<file path="src/rtl/demux_router_pkg.sv">
// Shared types for the 1-to-4 stream router: channel count, destination type, slot state.
package demux_router_pkg;
   localparam int NUM_CH = 4;
   localparam int DEST_W = 2;

   typedef logic [DEST_W-1:0] dest_t;

   typedef enum logic {
      SLOT_EMPTY = 1'b0,
      SLOT_FULL  = 1'b1
   } slot_state_e;
endpackage

</file>
<file path="src/rtl/demux_router_slot.sv">
// One-entry output holding slot with valid flag and a saturating drain counter.
// The counter is only built when DEMUX_ROUTER_STATS_EN is defined; otherwise cnt is tied to zero.
module demux_router_slot
   import demux_router_pkg::*;
#(
   parameter int DATA_W = 8,
   parameter int CNT_W  = 8
) (
   input  logic              clk,
   input  logic              rst_n,
   input  logic              load,
   input  logic [DATA_W-1:0] ld_data,
   input  logic              rdy,
   output logic              valid,
   output logic [DATA_W-1:0] data,
   output logic              loadable,
   output logic [CNT_W-1:0]  cnt
);
   slot_state_e       state_q, state_d;
   logic [DATA_W-1:0] data_q, data_d;
   logic              drain;

   always_comb begin
      drain    = (state_q == SLOT_FULL) && rdy;
      loadable = (state_q == SLOT_EMPTY) || rdy;
      state_d  = state_q;
      data_d   = data_q;
      // A reload wins over the drain so the slot stays FULL with the new word.
      if (load) begin
         state_d = SLOT_FULL;
         data_d  = ld_data;
      end else if (drain) begin
         state_d = SLOT_EMPTY;
      end
   end

   always_ff @(posedge clk or negedge rst_n) begin
      if (!rst_n) begin
         state_q <= SLOT_EMPTY;
         data_q  <= '0;
      end else begin
         state_q <= state_d;
         data_q  <= data_d;
      end
   end

   assign valid = (state_q == SLOT_FULL);
   assign data  = data_q;

`ifdef DEMUX_ROUTER_STATS_EN
   logic [CNT_W-1:0] cnt_q, cnt_d;

   always_comb begin
      cnt_d = cnt_q;
      if (drain && (cnt_q != {CNT_W{1'b1}})) cnt_d = cnt_q + CNT_W'(1);
   end

   always_ff @(posedge clk or negedge rst_n) begin
      if (!rst_n) cnt_q <= '0;
      else        cnt_q <= cnt_d;
   end

   assign cnt = cnt_q;
`else
   assign cnt = '0;
`endif
endmodule

</file>
<file path="src/rtl/demux_stream_router.sv">
// Registered 1-to-4 valid/ready stream router; each channel has its own one-entry slot.
// Optional per-channel drain counters are enabled by defining DEMUX_ROUTER_STATS_EN.
module demux_stream_router
   import demux_router_pkg::*;
#(
   parameter int DATA_W = 8,
   parameter int CNT_W  = 8
) (
   input  logic                     clk,
   input  logic                     rst_n,
   input  logic                     in_valid,
   input  logic [DATA_W-1:0]        in_data,
   input  logic [DEST_W-1:0]        in_dest,
   output logic                     in_ready,
   output logic [NUM_CH-1:0]        out_valid,
   output logic [NUM_CH*DATA_W-1:0] out_data,
   input  logic [NUM_CH-1:0]        out_ready,
   output logic [NUM_CH*CNT_W-1:0]  stat_cnt
);
   logic [NUM_CH-1:0] loadable;
   logic [NUM_CH-1:0] load;

   // in_ready must not depend on in_valid, so it is a pure mux of slot status.
   assign in_ready = loadable[in_dest];

   always_comb begin
      load = '0;
      for (int k = 0; k < NUM_CH; k++)
         load[k] = in_valid && in_ready && (in_dest == dest_t'(k));
   end

   for (genvar k = 0; k < NUM_CH; k++) begin : g_slot
      demux_router_slot #(
         .DATA_W(DATA_W),
         .CNT_W (CNT_W)
      ) u_slot (
         .clk     (clk),
         .rst_n   (rst_n),
         .load    (load[k]),
         .ld_data (in_data),
         .rdy     (out_ready[k]),
         .valid   (out_valid[k]),
         .data    (out_data[k*DATA_W +: DATA_W]),
         .loadable(loadable[k]),
         .cnt     (stat_cnt[k*CNT_W +: CNT_W])
      );
   end
endmodule
</file>
<file path="config.mk">
export PLATFORM = sky130hd
export DESIGN_NAME = demux_stream_router
export DESIGN_NICKNAME = d
export VERILOG_FILES = /design/src/rtl/demux_router_pkg.sv /design/src/rtl/demux_router_slot.sv /design/src/rtl/demux_stream_router.sv
export SDC_FILE = /design/constraint.sdc
export NUM_CORES = 1
export LEC_CHECK = 0
export CORE_ASPECT_RATIO = 1.75
export CORE_UTILIZATION = 36
export CTS_BUF_LIST = sky130_fd_sc_hd__clkbuf_16
export CTS_CLUSTER_SIZE = 14
export DETAILED_ROUTE_END_ITERATION = 16
export PLACE_DENSITY = 0.77
export SETUP_SLACK_MARGIN = 0.02
export SLEW_MARGIN = 20
export SYNTH_ARGS = -nofsm -noshare
export SYNTH_HDL_FRONTEND = slang
export SYNTH_SLANG_ARGS = --single-unit
</file>
<file path="constraint.sdc">
create_clock -name clk -period 1.5 [get_ports clk]
set_clock_uncertainty 0.15 [all_clocks]
set_input_delay 0.15 -clock clk [delete_from_list [all_inputs] [get_ports clk]]
set_output_delay 0.15 -clock clk [all_outputs]
set_load 0.05 [all_outputs]
</file>
==> flow_summary.rst, run 1 <==
.. list-table::
   :header-rows: 1

   * - Metric
     - Value
   * - Data arrival time of the critical path
     - roughly 1.4 ns
   * - Most frequent cells in the layout
     - sky130_fd_sc_hd__buf_12 (38), sky130_fd_sc_hd__dfrtp_1 (36), sky130_fd_sc_hd__conb_1 (32)
   * - Clock tree from TritonCTS
     - yes
   * - Floorplan row count
     - 32
   * - Average wire per cell in the routed design
     - 14.33 um
   * - Final estimated routing congestion in global placement
     - 0.6870
   * - Result of the run
     - finished with violations
   * - Cell-internal power
     - just under 3 mW
   * - Data required, critical path
     - 1.20 ns
   * - Die boundary height
     - 92.25 um
   * - Detailed-route DRC error count
     - 0
   * - Post-DP Area
     - 2591 um^2
   * - Area of the die
     - 4942 um^2
   * - Final Total Pwr
     - between 4 and 5 mW
   * - Diode insertion count for antenna repair
     - 0
   * - Reg clk slew, reported paths
     - 0.05 ns
   * - Routed wire length
     - approximately 3500 um
   * - Vias post-DR
     - 1097
   * - Violations in the final reports
     - negative setup slack
   * - First-pass GRT wire length
     - 5664 um
   * - Source-to-sink clock delay at the later pin of the worst-skew pair
     - 0.27 ns
   * - Flop and latch count out of synthesis
     - 36
   * - Combinational cell fraction of total power
     - 0.449
   * - Synth-to-Final Area Change
     - 70.43%
   * - Synth Warn #
     - 0
   * - Initial antenna violation count
     - 0
   * - Critical-path maximum fanout
     - 3
   * - DP HPWL
     - 2645 um
   * - Setup crit start
     - g_slot[1].u_slot.valid
   * - Longest Clk Path Bufs
     - 2
   * - Final hold violations
     - 0
   * - Clock root buffer
     - sky130_fd_sc_hd__clkbuf_16
   * - Switching power summed over all nets
     - 1.663 mW
   * - Switching Share
     - 0.3631
   * - Slowest cell on the critical path
     - sky130_fd_sc_hd__mux4_2
   * - Count of port buffers added during placement
     - 53
   * - Cell count after synthesis
     - 125
   * - Fill cell count
     - 323
   * - Power per cell area
     - 1604 nW/um^2
   * - Critical Path Sink Type
     - output pin
   * - Number of DRC markers after the initial detailed-route iteration
     - 2
   * - Via count of the first global-routing pass
     - 1110
   * - Number of cells traversed by the worst register-to-register path
     - 4
   * - Worst setup endpoint
     - in_ready
   * - Horizontal extent of the die
     - 53.57 um
   * - Critical path class
     - flip-flop to output pin
   * - Clk pwr share
     - 0.250
   * - Layout cell share with drive strength beyond 1
     - 0.5255
   * - Min Tclk post-route
     - 1.670 ns
   * - Standard cell core area
     - 4444 um^2
   * - Setup WS post-layout
     - -0.1695 ns
   * - Static leakage
     - 1.351 nW
   * - Layout Cell Area excl Fill
     - 2855 um^2
   * - Most frequent standard cell in the layout excluding fill and tap cells
     - sky130_fd_sc_hd__buf_12
   * - Cells along the critical path
     - nand2b_4 > mux4_2 > buf_6
   * - Capturing point of the worst reg2reg path
     - g_slot[1].u_slot.data[7]
   * - Worst voltage drop across the vdd grid
     - 1030 uV
   * - # Max-Cap Violations
     - 0
   * - Final count of pins violating max slew
     - 0
   * - Utilization after layout
     - 0.6425
   * - Pin count of the biggest net entering global routing
     - 37
   * - Global-route usage over all layers
     - 0.1626
   * - Drt via density
     - 4.441
   * - Final setup viols
     - 1
   * - Startpoint of the worst register-to-register path
     - g_slot[1].u_slot.valid
   * - DRT Pass-1 Iters
     - 3
   * - Category of the worst setup path launch point
     - flip-flop
   * - Post-layout net count
     - 212
   * - H-tree lvl count
     - 2
   * - Worst hold-check path type
     - input port to asynchronous set/reset pin
   * - Number of distinct library cells after synthesis
     - 14
   * - Register-to-register setup slack
     - around 0.03 ns
   * - Sum of negative setup slack
     - -0.1695 ns
   * - IO Count
     - 86
   * - Antenna Violating Nets Remaining
     - 0
   * - TritonCTS Buffers
     - 5
   * - Initial Util
     - 0.3770
   * - Number of sinks driven by the clock tree
     - 36
   * - Post-route clock period utilization
     - 1.113
   * - Sequential-to-total area share from yosys stat
     - 0.5377
   * - Delay contributed by the slowest stage of the critical path
     - 0.46 ns
   * - Highest clock frequency the design can meet
     - about 0.6 GHz
   * - Per-instance average area after synthesis
     - 13.40 um^2
   * - Share of total power in sequential cells
     - 0.301
   * - Area of the mapped netlist
     - ~1700 um^2
   * - RSZ-0062 raised after global routing
     - true
   * - Overflow left after global routing
     - 0
## Yosys cell counts
library cell               number  area [um^2]
sky130_fd_sc_hd__and3_1         1        6.260
sky130_fd_sc_hd__buf_2          3        15.01
sky130_fd_sc_hd__buf_4         36        270.3
sky130_fd_sc_hd__conb_1         1        3.750
sky130_fd_sc_hd__dfrtp_1       36        900.9
sky130_fd_sc_hd__mux2_2        32        360.4
sky130_fd_sc_hd__mux4_2         1        22.52
sky130_fd_sc_hd__nand2_1        5        18.77
sky130_fd_sc_hd__nand2b_1       4        25.02
sky130_fd_sc_hd__nand3_1        1        5.000
sky130_fd_sc_hd__nand3b_2       1        11.26
sky130_fd_sc_hd__nor2b_1        2        12.51
sky130_fd_sc_hd__nor3b_4        1        18.77
sky130_fd_sc_hd__o21ai_0        1        5.000
## stage by stage
| stage | cells | hold WS [ns] | setup WS (ns) |
|---|---|---|---|
| 4_1_cts | 247 | 0.1950 | -0.1786 |
| 2_1_floorplan | 156 | -0.2956 | 0.07994 |
| 6_report | 247 | 0.2104 | -0.1695 |
| 5_1_grt | 247 | 0.2480 | -0.2024 |
| 3_5_place_dp | 236 | -0.02749 | -0.3471 |
| 3_3_place_gp | 236 | -0.02211 | -0.3090 |
## cells by family (layout without fill, tap and decap cells)
group | Yosys count | in the layout | synth area share
buffers and inverters | 39 | 79 | 0.1703
DFF | 36 | 36 | 0.5377
muxes | 33 | 33 | 0.2285
and+or+nand+nor | 15 | 15 | 0.05825
other | 1 | 32 | 0.002238
AOI/OAI and AO/OA | 1 | 1 | 0.002984
## critical path, delay by kind of cell (launching register included)
kind,cells,cell delay (ns)
multiplexers,1,0.46
flip-flops,1,0.39
buffers and inverters,1,0.17
AND/OR/NAND/NOR,1,0.07
## flip-flops by register name, summed over array words and instances, names as in the netlist
name and flops:
g_slot.u_slot.data 32, g_slot.u_slot.valid 4
## per-layer routing
metal  part of all wire  track usage  vias up
li1                   -            -      488
met2               0.57       0.2875       60
met3              0.055      0.03814        6
met5                  0            0        -
met1               0.36       0.1700      543
met4              0.016      0.07675        0
## power groups by stage
stage | clock, mW | sequential, mW | combinational (mW)
floorplan | 0 | 1.92 | 0.492
global placement | 0 | 1.38 | 2.01
detailed placement | 0 | 1.39 | 2.03
CTS | 1.17 | 1.38 | 2.04
global route | 1.21 | 1.40 | 2.13
finish | 1.14 | 1.38 | 2.06
## what timing repair did
item	4_1_cts	5_1_grt
hold buffers	1	0
setup buffers	2	0
endpoints found under the hold margin	36	0
gates resized for setup	10	11
endpoints found under the setup margin	33	18
pin swaps	0	0
cloned	0	0
## worst min path at each step
| stage | start | end | slack, ns | depth (start not counted) |
|---|---|---|---|---|
| 2_1_floorplan | rst_n | g_slot[0].u_slot.data[0] | -0.30 | 0 |
| 3_3_place_gp | rst_n | g_slot[1].u_slot.valid | -0.02 | 2 |
| 3_5_place_dp | rst_n | g_slot[1].u_slot.valid | -0.03 | 2 |
| 4_1_cts | in_dest[1] | g_slot[2].u_slot.valid | 0.19 | 3 |
| 5_1_grt | in_dest[1] | g_slot[2].u_slot.valid | 0.25 | 3 |
| 6_report | rst_n | g_slot[2].u_slot.valid | 0.21 | 3 |
## layout make-up
| class | count | area [um^2] | area share |
|---|---|---|---|
| Clock inverter | 3 | 38.79 | 0.01358 |
| Clock buffer | 5 | 125.1 | 0.04382 |
| Sequential cell | 36 | 900.9 | 0.3155 |
| Multi-Input combinational cell | 81 | 669.4 | 0.2344 |
| Timing Repair Buffer | 71 | 1057 | 0.3703 |
| Tap cell | 51 | 63.81 | 0.02235 |
Note: power is estimated with default switching activity, not from simulation.
==> inputs of run 2 (changes only) <==
--- a/config.mk
+++ b/config.mk
@@ -8,6 +8,7 @@
 export CORE_ASPECT_RATIO = 1.75
 export CORE_UTILIZATION = 36
 export CTS_BUF_LIST = sky130_fd_sc_hd__clkbuf_16
+export CTS_CLUSTER_DIAMETER = 40
 export CTS_CLUSTER_SIZE = 14
 export DETAILED_ROUTE_END_ITERATION = 16
 export PLACE_DENSITY = 0.77
@@ -16,3 +17,4 @@
 export SYNTH_ARGS = -nofsm -noshare
 export SYNTH_HDL_FRONTEND = slang
 export SYNTH_SLANG_ARGS = --single-unit
+export TNS_END_PERCENT = 100
==> results of run 2 <==
Same layout as run 1: the final DEF is identical, and so are final timing and power.
==> RTL change 1 (flow settings as in run 2) <==
Build with the macro `DEMUX_ROUTER_STATS_EN` defined.
--- a/src/rtl/demux_router_slot.sv
+++ b/src/rtl/demux_router_slot.sv
@@ -1,4 +1,6 @@
 // One-entry output holding slot with valid flag and a saturating drain counter.
 // The counter is only built when DEMUX_ROUTER_STATS_EN is defined; otherwise cnt is tied to zero.
+`define DEMUX_ROUTER_STATS_EN
+
 module demux_router_slot
    import demux_router_pkg::*;
Check against the original RTL: not equivalent (Yosys sat finds a counterexample within 4 cycles, from zero or initial values and one cycle with rst_n low).
==> RTL change 1 against run 2 <==
  * The run still ends with negative setup slack left
  * Sequential share of layout area shrank 1.8 points
  * Via count grew 140%
  * Final cell count grew 110%
  * Area after synthesis grew 83%
  * Register-to-register slack lost 0.13 ns
  * Total power grew 130%
  * Sequential cell count grew 32
  * Worst setup slack lost 0.084 ns
  * Final area grew 110%
  * Routed wire length grew 150%
==> RTL change 1: results (changes against run 2) <==
- Outcome: complete, but fails checks
- Failing checks: negative setup slack
- Clock Latency Late Sink: 0.34 ns (+0.07 ns)
- Fraction of area in multi-input gates: 26.8% (+3.3 points)
- NonClk Buf Share: 35.4% (-1.6 points)
- Synth cell types: 37 (+23)
- Routed met2 length: 5050 um (+150%)
- Total Routing Usage GR: 20.7% (+4.4 points)
- Inverters, non-clock: 4 (+4)
- Final WS setup: -0.254 ns (-0.0844 ns)
- Area contributors post-synth: dfrtp_1, mux2_2, and4_1, nand2_1, a21oi_1
- GR Util met3: 3.81% (about the same)
- Post-synthesis xor/xnor area fraction: 2.28% (+2.3 points)
- Post-synthesis mux area share: 17.9% (-4.9 points)
- Via count: 2604 (+140%)
- Clock network share of area: 5.40% (-0.34 points)
- P_leak: 2.57 nW (+90%)
- Final setup viols: 9 (+8)
- Setup TNS: -0.540 ns (-0.370 ns)
- Met3 WL: 308 um (+60%)
- Worst path top cell family by delay: buffers and inverters
- Hpwl dp: 6130 um (+130%)
- Sequential share of the synthesized area: 55.4% (+1.6 points)
- Worst path max stage delay: 0.48 ns (+0.02 ns)
- Largest net degree at the start of global routing: 69 (+86%)
- H-tree Lvls: 3 (+1)
RTL change 1: changes by cell type in the layout (fill, tap and decap cells not counted), moves of 8 or more:
cell / before / now
nand4_1: 0 / 8
buf_4: 12 / 57
buf_12: 38 / 69
a21oi_1: 0 / 11
nand2_1: 5 / 16
mux2_4: 7 / 24
conb_1: 32 / 0
dfrtp_2: 0 / 32
RTL change 1: through the flow:
step,power (mW),hold slack (ns),area (um^2),std cells,setup WS [ns]
floorplan,5.07,-0.296,3220,242,-0.240
global placement,7.77,0.0512,5320,497,-0.307
detailed placement,7.91,0.0504,5320,497,-0.374
CTS,10.3,0.173,5720,518,-0.257
global route,10.7,0.192,5860,520,-0.308
finish,10.4,0.186,5860,520,-0.254
RTL change 1: final timing paths:
| path | start | end | slack [ns] |
|---|---|---|---|
| setup / recovery | out_ready[0] | in_ready | -0.25 |
| hold / removal | in_valid | g_slot[2].u_slot.valid$_DFFE_PN0P_ | 0.19 |
| setup reg to reg | g_slot[3].u_slot.valid$_DFFE_PN0P_ | g_slot[3].u_slot.cnt[6]$_DFFE_PN0P_ | -0.10 |
| hold reg to reg | g_slot[3].u_slot.valid$_DFFE_PN0P_ | g_slot[3].u_slot.valid$_DFFE_PN0P_ | 0.40 |
| max in group asynchronous | rst_n | g_slot[0].u_slot.cnt[5]$_DFFE_PN0P_ | 0.65 |
| min in group asynchronous | rst_n | g_slot[2].u_slot.cnt[7]$_DFFE_PN0P_ | 0.21 |
RTL change 1: power breakdown:
group          switching [mW]  total (mW)  leakage [nW]  internal (mW)
Clock                   0.804        2.25         0.147           1.44
Sequential              0.543        2.86         0.797           2.32
Combinational            2.59        5.27          1.62           2.68
Total                    3.94        10.4          2.57           6.44
==> RTL change 2 (config.mk and constraints of run 2) <==
Made on the original files. Take the reset off `data_q` and load it in a clocked block of its own.
--- a/src/rtl/demux_router_slot.sv
+++ b/src/rtl/demux_router_slot.sv
@@ -38,9 +38,11 @@
       if (!rst_n) begin
          state_q <= SLOT_EMPTY;
-         data_q  <= '0;
       end else begin
          state_q <= state_d;
-         data_q  <= data_d;
       end
+   end
+
+   always_ff @(posedge clk) begin
+      data_q <= data_d;
    end
 
Function: changed (Yosys sat finds a counterexample within 4 cycles, from zero or initial values and one cycle with rst_n low).
==> RTL change 2 against run 2 <==
  * The flow still finishes with violations (negative setup slack)
  * Area after synthesis is 11% lower
  * Critical endpoint unchanged
  * Die area is 11% lower
  * Sequential share of layout area is 9.2 points higher
  * Sequential cell count stayed put
  * Hold slack better by 0.054 ns
  * Final cell count is 13% lower
  * Final area is 8.6% lower
  * Routed wire length is 10% lower
  * Worst setup slack better by 0.051 ns
  * Critical path depth stayed put
  * Fmax is 3.1% higher
  * Via count is 16% lower
  * Synthesized cell count is 22% lower
Power is not compared: it rests on default switching activity, and its combinational part moved more than twofold at a synthesized area within 25%.
==> RTL change 2: results (changes against run 2) <==
- Largest net degree at the start of global routing: 12 (-68%)
- Final setup viols: 1 (unchanged)
- Share of the synthesized area in the top cell type: 64.6% (+11 points)
- Port Buf Inserts: 53 (unchanged)
- Max Slew Vio Count: 0 (unchanged)
- Worst path top cell family by delay: flip-flops
- Area contributors post-synth: edfxtp_1, buf_4, dfrtp_1, inv_1, nor4bb_1
- DRT Wirelength: 3180 um (-10%)
- Total Routing Usage GR: 16.1% (-0.15 points)
- Met2 usage: 32.5% (+3.7 points)
- CP max-delay cell: dfrtp_2
- Initial antenna violation count: 0 (unchanged)
- Via count: 923 (-16%)
- Hpwl dp: 2320 um (-12%)
- 1st-iter DRT viols: 22 (+20)
- CP Max Fanout: 4 (+1)
- Sequential share of the synthesized area: 71.3% (+18 points)
- Nets: 183 (-14%)
- Failing checks: negative setup slack
- Compound-Gate Fraction of Synth Area: 2.52% (+2.2 points)
- Bufs on Longest Clock Path: 2 (unchanged)
- Peak supply drop: 1.11 mV
- P_leak: 1.10 nW
- Post-synthesis mux area share: 0% (-23 points)
- Clock Latency Late Sink: 0.27 ns (about the same)
- Cts bufs inserted: 5 (unchanged)
- Main synth FF type: edfxtp_1
- H-tree Lvls: 2 (unchanged)
- GR Util met3: 5.41% (+1.6 points)
- Post-synth EDFFs: 32 (+32)
- Routability cong.: 0.648 (-5.7%)
- Setup TNS: -0.119 ns (+0.0507 ns)
- Post-route antenna net violation count: 0 (unchanged)
- Post-synthesis xor/xnor area fraction: 0% (unchanged)
- Share of layout cells above drive strength 1: 38.3% (-14 points)
- Final WS setup: -0.119 ns (+0.0507 ns)
- 1st-pass router iterations: 4 (+1)
- Met1 usage: 10.1% (-6.9 points)
- Min-delay worst type: in -> reg
- Post-synth top cells: buf_4, edfxtp_1, inv_1, dfrtp_1
- CP Launch Point: g_slot[0].u_slot.valid$_DFFE_PN0P_
- # fillers: 278 (-14%)
- FF-to-FF Start: g_slot[2].u_slot.valid$_DFFE_PN0P_
- Clk root buf: clkbuf_16
- Asr flop ratio synth: 11.1% (-89 points)
- CTS clk-pin slew, worst paths: 0.05 ns (about the same)
- Ant diodes: 0 (unchanged)
- Outcome: complete, but fails checks
- Critical Path AT: 1.32 ns (-0.05 ns)
- Synth cell types: 19 (+5)
- First-pass GRT wire length: 4720 um (-17%)
- Vias in the first global route: 962 (-13%)
- Int Pwr: 1.94 mW
==> RTL change 2: final cells by class <==
cell class | instances | area, um^2 | area share [%]
flip-flops and latches | 36 | 1060 | 40.7
repair buffers | 67 | 1020 | 38.9
multi-input cells | 50 | 310 | 11.9
clock buffers | 5 | 125 | 4.80
well taps | 48 | 60.1 | 2.30
inverters | 6 | 22.5 | 0.863
clock inverters | 3 | 12.5 | 0.480
==> RTL change 2: path summary, 6_finish.rpt <==
kind | endpoint | slack [ns] | cells after the start
min in group asynchronous | g_slot[2].u_slot.valid$_DFFE_PN0P_ | 0.50 | 2
worst min register to register | g_slot[0].u_slot.valid$_DFFE_PN0P_ | 0.47 | 2
worst max register to register | g_slot[2].u_slot.data[3]$_DFFE_PP_ | 0.08 | 4
worst min-delay path | g_slot[3].u_slot.valid$_DFFE_PN0P_ | 0.26 | 3
max in group asynchronous | g_slot[0].u_slot.valid$_DFFE_PN0P_ | 0.50 | 2
worst max-delay path | in_ready | -0.12 | 3
==> RTL change 2: routing by layer <==
layer | wire length (um) | share of wire (%) | vias to the layer above
li1 | - | - | 409
met1 | 805 | 25 | 426
met2 | 1930 | 61 | 72
met3 | 244 | 7.7 | 16
met4 | 204 | 6.4 | 0
met5 | 0 | 0 | -
==> RTL change 2: cell families (layout without fill, tap and decap cells) <==
kind of cell / count (synthesis) / after routing
buffers and inverters: 43 / 81
DFF: 36 / 36
and+or+nand+nor: 11 / 11
AOI/OAI and AO/OA: 7 / 7
other: 1 / 32
==> RTL change 2: power by group through the flow <==
stage / registers, mW / logic [mW] / clock network (mW)
6_report: 1.16 / 0.588 / 0.927
3_3_place_gp: 1.18 / 0.550 / 0
4_1_cts: 1.16 / 0.585 / 0.953
5_1_grt: 1.17 / 0.606 / 0.993
2_1_floorplan: 1.25 / 0.327 / 0
3_5_place_dp: 1.18 / 0.560 / 0
==> RTL change 2: worst register-to-register path: cells and delay by family (launching register included) <==
kind / cells / cell delay, ns
AND/OR/NAND/NOR: 2 / 0.28
buffers and inverters: 2 / 0.32
flip-flops: 1 / 0.38
==> RTL change 2: timing repair <==
| item | in CTS | in global routing |
|---|---|---|
| pin swaps | 4 | 1 |
| resized for setup | 12 | 2 |
| hold buffers | 1 | 0 |
| endpoints found under the setup margin | 17 | 9 |
| endpoints found under the hold margin | 4 | 0 |
| setup buffers | 2 | 0 |
==> RTL change 2: metrics by stage <==
stage | utilization [%] | area [um^2] | setup slack, ns | instances
5_1_grt | 66.8 | 2610 | -0.166 | 215
2_1_floorplan | - | 1630 | -0.0267 | 129
6_report | 66.8 | 2610 | -0.119 | 215
4_1_cts | 66.7 | 2600 | -0.135 | 215
3_3_place_gp | 61.2 | 2390 | -0.322 | 204
3_5_place_dp | 61.2 | 2390 | -0.404 | 204
